$ cat config.mk
export PLATFORM = sky130hd
export DESIGN_NAME = ls_multiple_seq
export DESIGN_NICKNAME = d
export VERILOG_FILES = /design/src/rtl/ls_multiple_seq.sv
export SDC_FILE = /design/constraint.sdc
export NUM_CORES = 1
export LEC_CHECK = 0
export ABC_AREA = 1
export CORE_ASPECT_RATIO = 0.6
export CORE_MARGIN = 8
export CORE_UTILIZATION = 40
export DETAILED_ROUTE_END_ITERATION = 10
export PLACE_DENSITY = 0.69
export SETUP_SLACK_MARGIN = 0.2
export SLEW_MARGIN = 20
export SYNTH_ARGS = -nofsm -noshare
export SYNTH_HDL_FRONTEND = slang
export SYNTH_SLANG_ARGS = --single-unit
$ cat constraint.sdc
create_clock -name clk -period 2.9 [get_ports clk]
set_input_delay 0.29 -clock clk [delete_from_list [all_inputs] [get_ports clk]]
set_output_delay 0.29 -clock clk [all_outputs]
set_load 0.02 [all_outputs]
$ cat src/rtl/ls_multiple_seq.sv
// rtl/ls_multiple_seq.sv - load/store-multiple (lmw/stmw) word request sequencer
// Issues one word request per register rt..NUM_REGS-1 and steers in-order load returns to writeback.
module ls_multiple_seq #(
    parameter int ADDR_WIDTH      = 32,
    parameter int NUM_REGS        = 32,
    parameter int MAX_OUTSTANDING = 2
) (
    input  logic                  clk,
    input  logic                  reset,
    input  logic                  start,
    input  logic                  is_store,
    input  logic [4:0]            rt,
    input  logic [ADDR_WIDTH-1:0] base_addr,
    output logic                  stall,
    output logic                  busy,
    output logic                  req_valid,
    input  logic                  req_ready,
    output logic                  req_we,
    output logic [ADDR_WIDTH-1:0] req_addr,
    output logic [4:0]            req_reg,
    output logic                  first_cycle,
    output logic                  last,
    input  logic                  resp_valid,
    output logic                  wb_en,
    output logic [4:0]            wb_reg,
    output logic                  done
);
    localparam int              CW       = $clog2(MAX_OUTSTANDING + 1);
    localparam logic [4:0]      LAST_REG = 5'(NUM_REGS - 1);
    localparam logic [CW-1:0]   MAX_CNT  = CW'(MAX_OUTSTANDING);

    typedef enum logic [1:0] {IDLE, ISSUE, DRAIN} state_t;

    state_t                  state;
    logic                    store_r;
    logic [4:0]              cur_reg;
    logic [ADDR_WIDTH-1:0]   addr;
    logic [4:0]              wb_reg_r;
    logic [CW-1:0]           outstanding;
    logic [CW-1:0]           cnt_next;
    logic                    first_r;
    logic                    busy_r;
    logic                    done_r;
    logic                    in_issue;
    logic                    is_last;
    logic                    hs;
    logic                    load_hs;

    assign in_issue    = (state == ISSUE);
    assign is_last     = (cur_reg == LAST_REG);
    // Loads throttle on the outstanding limit; stores never wait for responses.
    assign req_valid   = in_issue & (store_r | (outstanding != MAX_CNT));
    assign req_we      = in_issue & store_r;
    assign first_cycle = in_issue & first_r;
    assign last        = in_issue & is_last;
    assign req_addr    = addr;
    assign req_reg     = cur_reg;
    assign wb_reg      = wb_reg_r;
    assign busy        = busy_r;
    assign done        = done_r;
    assign stall       = start | (state != IDLE);
    assign wb_en       = resp_valid & ~store_r & (state != IDLE) & (outstanding != '0);

    assign hs      = req_valid & req_ready;
    assign load_hs = hs & ~store_r;

    always_comb begin
        cnt_next = outstanding;
        if (load_hs && !wb_en) begin
            cnt_next = outstanding + CW'(1);
        end else if (!load_hs && wb_en) begin
            cnt_next = outstanding - CW'(1);
        end
    end

    always_ff @(posedge clk) begin
        if (reset) begin
            state       <= IDLE;
            store_r     <= 1'b0;
            cur_reg     <= '0;
            addr        <= '0;
            wb_reg_r    <= '0;
            outstanding <= '0;
            first_r     <= 1'b0;
            busy_r      <= 1'b0;
            done_r      <= 1'b0;
        end else begin
            done_r      <= 1'b0;
            outstanding <= cnt_next;
            if (wb_en) begin
                wb_reg_r <= wb_reg_r + 5'd1;
            end
            case (state)
                IDLE: begin
                    if (start) begin
                        store_r  <= is_store;
                        cur_reg  <= rt;
                        wb_reg_r <= rt;
                        addr     <= base_addr & ~ADDR_WIDTH'(3);
                        first_r  <= 1'b1;
                        busy_r   <= 1'b1;
                        state    <= ISSUE;
                    end
                end
                ISSUE: begin
                    if (hs) begin
                        first_r <= 1'b0;
                        addr    <= addr + ADDR_WIDTH'(4);
                        // cur_reg parks on the last register rather than wrapping.
                        if (is_last) begin
                            if (store_r || cnt_next == '0) begin
                                state  <= IDLE;
                                busy_r <= 1'b0;
                                done_r <= 1'b1;
                            end else begin
                                state <= DRAIN;
                            end
                        end else begin
                            cur_reg <= cur_reg + 5'd1;
                        end
                    end
                end
                DRAIN: begin
                    if (wb_en && outstanding == CW'(1)) begin
                        state  <= IDLE;
                        busy_r <= 1'b0;
                        done_r <= 1'b1;
                    end
                end
                default: state <= IDLE;
            endcase
        end
    end
endmodule
==> impl_metrics.ini, run 1 <==
[critical_path]
critPathArrivalTime_ns = 2.15
r2r_start = state[1]
critPathLaunchType = flip-flop
worstSetupPathType = reg2out
crit_required_ns = 2.61
rrSetupSlack_ns = 0.75
critPathLaunch = req_reg[1]
reg2regPathDepth = 11
cp-end-kind = primary output
reg2reg_to = req_reg[0]
path_max_fanout = 4

[pwr]
p_per_area_nw_per_um2 = 972
p_int_mw = 2.31
seqPwrFrac = 0.296
p_comb_frac = 0.535
power.switching_mw = 2.00
pwr-share-clk = 0.168
max-vdd-ir-drop_v = 0.000404
swShare = 0.464
p_leak_nw = 1.76

[floorplan]
die_w_um = 133
fp.coreArea_sq_um = 7950
dieArea_sq_um = 11500
row_count = 25
io-pin-count = 93
die_y_um = 86.3
start_util = 0.415

[sta]
rsz0062_at_grt = false
fin_crit_sh = 0.841
max_freq_mhz = 410
slew_violations = 0
fin_hold_ws_ns = 0.471
hold_violations = 0
tns_ns = 0
layout_min_cycle_time_ns = 2.44
finalSetupViolCount = 0
clock-skew-final_ns = 0.00468
max_slew_margin = 0.635
tightestPinTransition_ns = 0.547

[routing]
wl_um = 10900
vias_per_cell = 5.25
wl_per_cell_um = 15.5
dr.pass1.iters = 5
drt-initial-drc-count = 399
drc = 0
vias = 3708
antenna_left = 0

[yosys]
synth_xor_area_frac = 0.0266
synth_edf_count = 0
synth.cell_area_sq_um = 3300
synthAdderAreaFrac = 0.0456
avgSynthCellArea_sq_um = 6.36
synth-compound-area-share = 0.172
synth_top_family_by_area = simple AND/OR/NAND/NOR gates
seq_area_frac_synth = 0.292
synth-simple-area-share = 0.353
synth_cells = 518
ys.flop_type = dfxtp_1
synthArstFlopShare = 0
synth.distinct_cells = 41
ys_ff_latch = 48
ys.warnings.count = 0
muxShareOfSynthArea = 0

[clock_network]
cts_setup_buffers = 0
clock_latency_ns = 0.29
cts_buffers = 5
cts_tree = built
cts_sinks = 48
clk_pin_slew_worst_paths_ns = 0.07
post_cts_resized = 0
cts-htree-levels = 2
cts_root_buf = clkbuf_16
hold_buffers = 0
clockBufferDepth = 2

[place]
postPlaceCellArea_sq_um = 4240
place_congestion = 0.911
dp_cells = 698
dp_hpwl_um = 8190
io_buffers = 88

[final_layout]
stdcell_count = 706
filler_cell_count = 785
ff_latch_area_sq_um = 961
diodes = 0
layout-drive-gt1-share = 0.0619
num-nets-final = 652
final_area_sq_um = 4420
multiInputGateArea_sq_um = 1980
largest_reg_flops = 30
area_growth_pct = 34.2

[status]
status = completed

[grt]
antenna_found_initial = 0
grt_use_total = 0.187
grt_max_degree = 49
grt_first_pass_wirelength_um = 17700
overflow = 0
first_global_vias = 3517

[job]
maxCapViolations = 0

[worst_hold_path]
hold_class = reg2reg
min_to = first_r
hp-start = first_r
min_path_cells = 2
## final cells by class
cell class                 count  area share
multi-input combinational    382       0.447
sequential                    48       0.217
timing repair buffer          92       0.206
inverter                      68      0.0583
clock buffer                   7      0.0345
tap                          108      0.0305
clock inverter                 1     0.00679
## cell usage in the layout, fill, tap and decap left out, types with 5 or more instances in the layout
cell / Yosys / final
nand2_1: 131 / 131
clkdlybuf4s50_1: 0 / 88
inv_1: 63 / 63
nor2_1: 50 / 50
dfxtp_1: 48 / 48
a21oi_1: 36 / 36
o21ai_0: 35 / 35
nand3_1: 34 / 34
ha_1: 12 / 11
nand4_1: 9 / 9
nor3_1: 9 / 9
o211ai_1: 7 / 7
xor2_1: 7 / 7
a31oi_1: 7 / 7
nor2_4: 5 / 5
clkbuf_16: 0 / 5
## power groups by stage
stage / clock network, mW / registers [mW] / logic [mW]
5_1_grt: 0.757 / 1.32 / 2.54
2_1_floorplan: 0 / 1.47 / 1.23
3_5_place_dp: 0 / 1.28 / 2.29
3_3_place_gp: 0 / 1.27 / 2.24
6_report: 0.724 / 1.28 / 2.30
4_1_cts: 0.731 / 1.27 / 2.31
## routing by layer
metal / up-vias / track usage / wire length, um
li1: 1854 / - / -
met1: 1722 / 0.260 / 5470
met2: 130 / 0.282 / 4550
met3: 2 / 0.0497 / 858
met4: 0 / 0.0355 / 42
met5: - / 0 / 0
## cell usage after synthesis, types with 9 or more instances
cell type / instances / area [sq um]
clkbuf_1: 10 / 37.5
inv_1: 63 / 236
nor3_1: 9 / 45.0
nand4_1: 9 / 56.3
o21ai_0: 35 / 175
nand3_1: 34 / 170
nor2_1: 50 / 188
dfxtp_1: 48 / 961
ha_1: 12 / 150
nand2_1: 131 / 492
a21oi_1: 36 / 180
## worst max-delay path, cell delays in order, from the launching register on
cell,delay [ns]
dfxtp_1,0.40
ha_1,0.20
nand2_1,0.08
nor2_1,0.10
ha_1,0.24
nand2_1,0.08
inv_1,0.14
clkdlybuf4s50_1,0.62
## metrics by stage
step | utilization | worst slack [ns] | power [mW]
global placement | 0.534 | 0.833 | 3.51
finish | 0.557 | 0.460 | 4.30
global route | 0.557 | 0.358 | 4.62
detailed placement | 0.534 | 0.764 | 3.57
floorplan | - | 1.06 | 2.70
CTS | 0.557 | 0.459 | 4.31
## worst max path at each step
stage | slack, ns | endpoint
2_1_floorplan | 1.06 | busy
3_3_place_gp | 0.83 | busy
3_5_place_dp | 0.76 | req_reg[0]
4_1_cts | 0.46 | last
5_1_grt | 0.36 | last
6_report | 0.46 | last
## cells by family after synthesis
logic type / after synthesis
flip-flops: 48
buffers and inverters: 89
AO/OA/AOI/OAI: 99
other: 1
adder cells (fa/ha/maj): 12
XOR/XNOR: 10
AND/OR/NAND/NOR: 259
Power figures use the tool's default switching activity.
==> run 2, diff against run 1 <==
--- a/config.mk
+++ b/config.mk
@@ -10,7 +10,7 @@
 export CORE_MARGIN = 8
 export CORE_UTILIZATION = 40
 export DETAILED_ROUTE_END_ITERATION = 10
-export PLACE_DENSITY = 0.69
+export PLACE_DENSITY = 0.71
 export SETUP_SLACK_MARGIN = 0.2
 export SLEW_MARGIN = 20
 export SYNTH_ARGS = -nofsm -noshare
==> constraint.sdc (replaced) <==
create_clock -name clk -period 2.1 [get_ports clk]
set_input_delay 0.21 -clock clk [delete_from_list [all_inputs] [get_ports clk]]
set_output_delay 0.21 -clock clk [all_outputs]
set_load 0.02 [all_outputs]
==> run 2 against run 1 <==
Register-to-register slack worse by 0.49 ns. Non-clock buffer count increased by 33. Total power is 53% higher. Sequential share of layout area is 1.6 points lower. Hold slack better by 0.0046 ns. Setup slack got worse by 0.23 ns. First-iteration DRC count grew 5.8%. Die area unchanged. Combinational power is 73% higher. Critical path depth shrank 2. Critical path type unchanged.
==> impl_metrics.ini, run 2 (synthesis gave the netlist of run 1 again) <==
[floorplan]
row_count = 25
io-pin-count = 93
die_y_um = 86.3
die_w_um = 133
fp.coreArea_sq_um = 7950
dieArea_sq_um = 11500
start_util = 0.415

[sta]
finalSetupViolCount = 0
max_freq_mhz = 535
tightestPinTransition_ns = 0.568
clock-skew-final_ns = 0.00396
fin_crit_sh = 0.891
layout_min_cycle_time_ns = 1.87
rsz0062_at_grt = true
slew_violations = 0
max_slew_margin = 0.621
hold_violations = 0

[clock_network]
cts-htree-levels = 2
cts_sinks = 48
cts_tree = built
clock_latency_ns = 0.30
clockBufferDepth = 2
cts_buffers = 5
cts_root_buf = clkbuf_16
clk_pin_slew_worst_paths_ns = 0.07

[place]
place_congestion = 0.898
io_buffers = 88
dp_hpwl_um = 8410

[status]
status = completed

[pwr]
max-vdd-ir-drop_v = 0.000622
total_power_mw = 6.57
p_per_area_nw_per_um2 = 1350
p_leak_nw = 2.00

[grt]
grt_max_degree = 49
antenna_found_initial = 0
grt_use_total = 0.195
first_global_vias = 3714
overflow = 0
grt_first_pass_wirelength_um = 18400

[critical_path]
crit_family = buffers and inverters
rrSetupSlack_ns = 0.26
critPathLaunch = state[1]
critPathLaunchType = flip-flop
cp_cell_sequence = inv_4 -> ha_4 -> nand2_1 -> inv_1 -> clkdlybuf4s50_1
worstSetupPathType = reg2out
reg2regPathDepth = 15
r2r_start = state[1]
critical_path_buf_inv_count = 3
reg2reg_to = busy
worst_path_max_delay_cell = clkdlybuf4s50_1
critPathArrivalTime_ns = 1.66
cp-end-kind = primary output
endpoint = first_cycle
critical-path-max-stage-delay_ns = 0.59
path_max_fanout = 6
crit_cells = 5
crit_required_ns = 1.89

[routing]
dr.pass1.iters = 5
wl_um = 11800
vias_per_cell = 5.41
vias = 4000
wl_per_cell_um = 15.9
antenna_left = 0
drc = 0
drt-initial-drc-count = 422

[final_layout]
final_common_cell = nand2_1
multiInputGateArea_sq_um = 2130
filler_cell_count = 731
largest_reg_flops = 30
ff_latch_area_sq_um = 980
diodes = 0
num-nets-final = 685
area_growth_pct = 47.6
final_cell_mix = nand2_1 (123), clkdlybuf4s50_1 (83), inv_1 (58)
fin_util = 0.612
layout-drive-gt1-share = 0.173

[job]
maxCapViolations = 0

[worst_hold_path]
hp-start = first_r
hold_class = reg2reg
run 2: cell count changes in the layout (fill, tap and decap cells not counted), sizes merged:
cell | previous run | this run
buf | 4 | 38
clkdlybuf4s50 | 88 | 83
clkinv | 0 | 3
dlygate4sd2 | 0 | 3
inv | 68 | 66
bufinv | 1 | 0
clkbuf | 7 | 6
clkinvlp | 0 | 1
dlymetal6s2s | 0 | 1
run 2: timing repair:
action | in CTS | in global routing
setup endpoints to repair | 45 | 38
setup buffers | 11 | 14
resized for setup | 30 | 49
hold buffers | 0 | 0
pin swaps | 6 | 13
run 2: tightest hold or removal path: stages (launching register included):
cell and delay, ns:
dfxtp_1 0.32, nand2_1 0.06, a21oi_1 0.05
run 2: per-layer routing:
metal	track usage	share of wire	up-vias	routed length [um]
met2	0.291	0.41	193	4840
met5	0	0	-	0
li1	-	-	1919	-
met1	0.272	0.48	1872	5670
met3	0.0514	0.093	16	1090
met4	0.0507	0.015	0	172
run 2: stage by stage:
step	area, sq um	setup TNS [ns]	hold slack, ns	setup slack [ns]	std cells
final	4870	0	0.476	0.229	739
after global routing	4870	0	0.510	0.132	739
after CTS	4590	0	0.482	0.179	725
after detailed placement	4310	-0.0256	0.471	-0.0250	706
after global placement	4310	0	0.451	0.105	706
after floorplan	3300	0	0.362	0.259	519
run 2: layout make-up:
class | instances | share of cell area
Clock buffer | 6 | 0.0285
Clock inverter | 2 | 0.00206
Inverter | 68 | 0.0548
Multi-Input combinational cell | 382 | 0.437
Sequential cell | 48 | 0.201
Tap cell | 108 | 0.0278
Timing Repair Buffer | 125 | 0.248
run 2: power breakdown:
| part | switching, mW | internal, mW |
|---|---|---|
| combinational | 2.20 | 1.79 |
| sequential | 0.450 | 1.29 |
| clock | 0.377 | 0.471 |
run 2: worst min-delay path by stage:
stage / to / slack (ns) / depth (start not counted)
after floorplan: wb_reg[1] / 0.36 / 2
after global placement: first_r / 0.45 / 2
after detailed placement: first_r / 0.47 / 2
after CTS: first_r / 0.48 / 2
after global routing: first_r / 0.51 / 2
final: first_r / 0.48 / 2
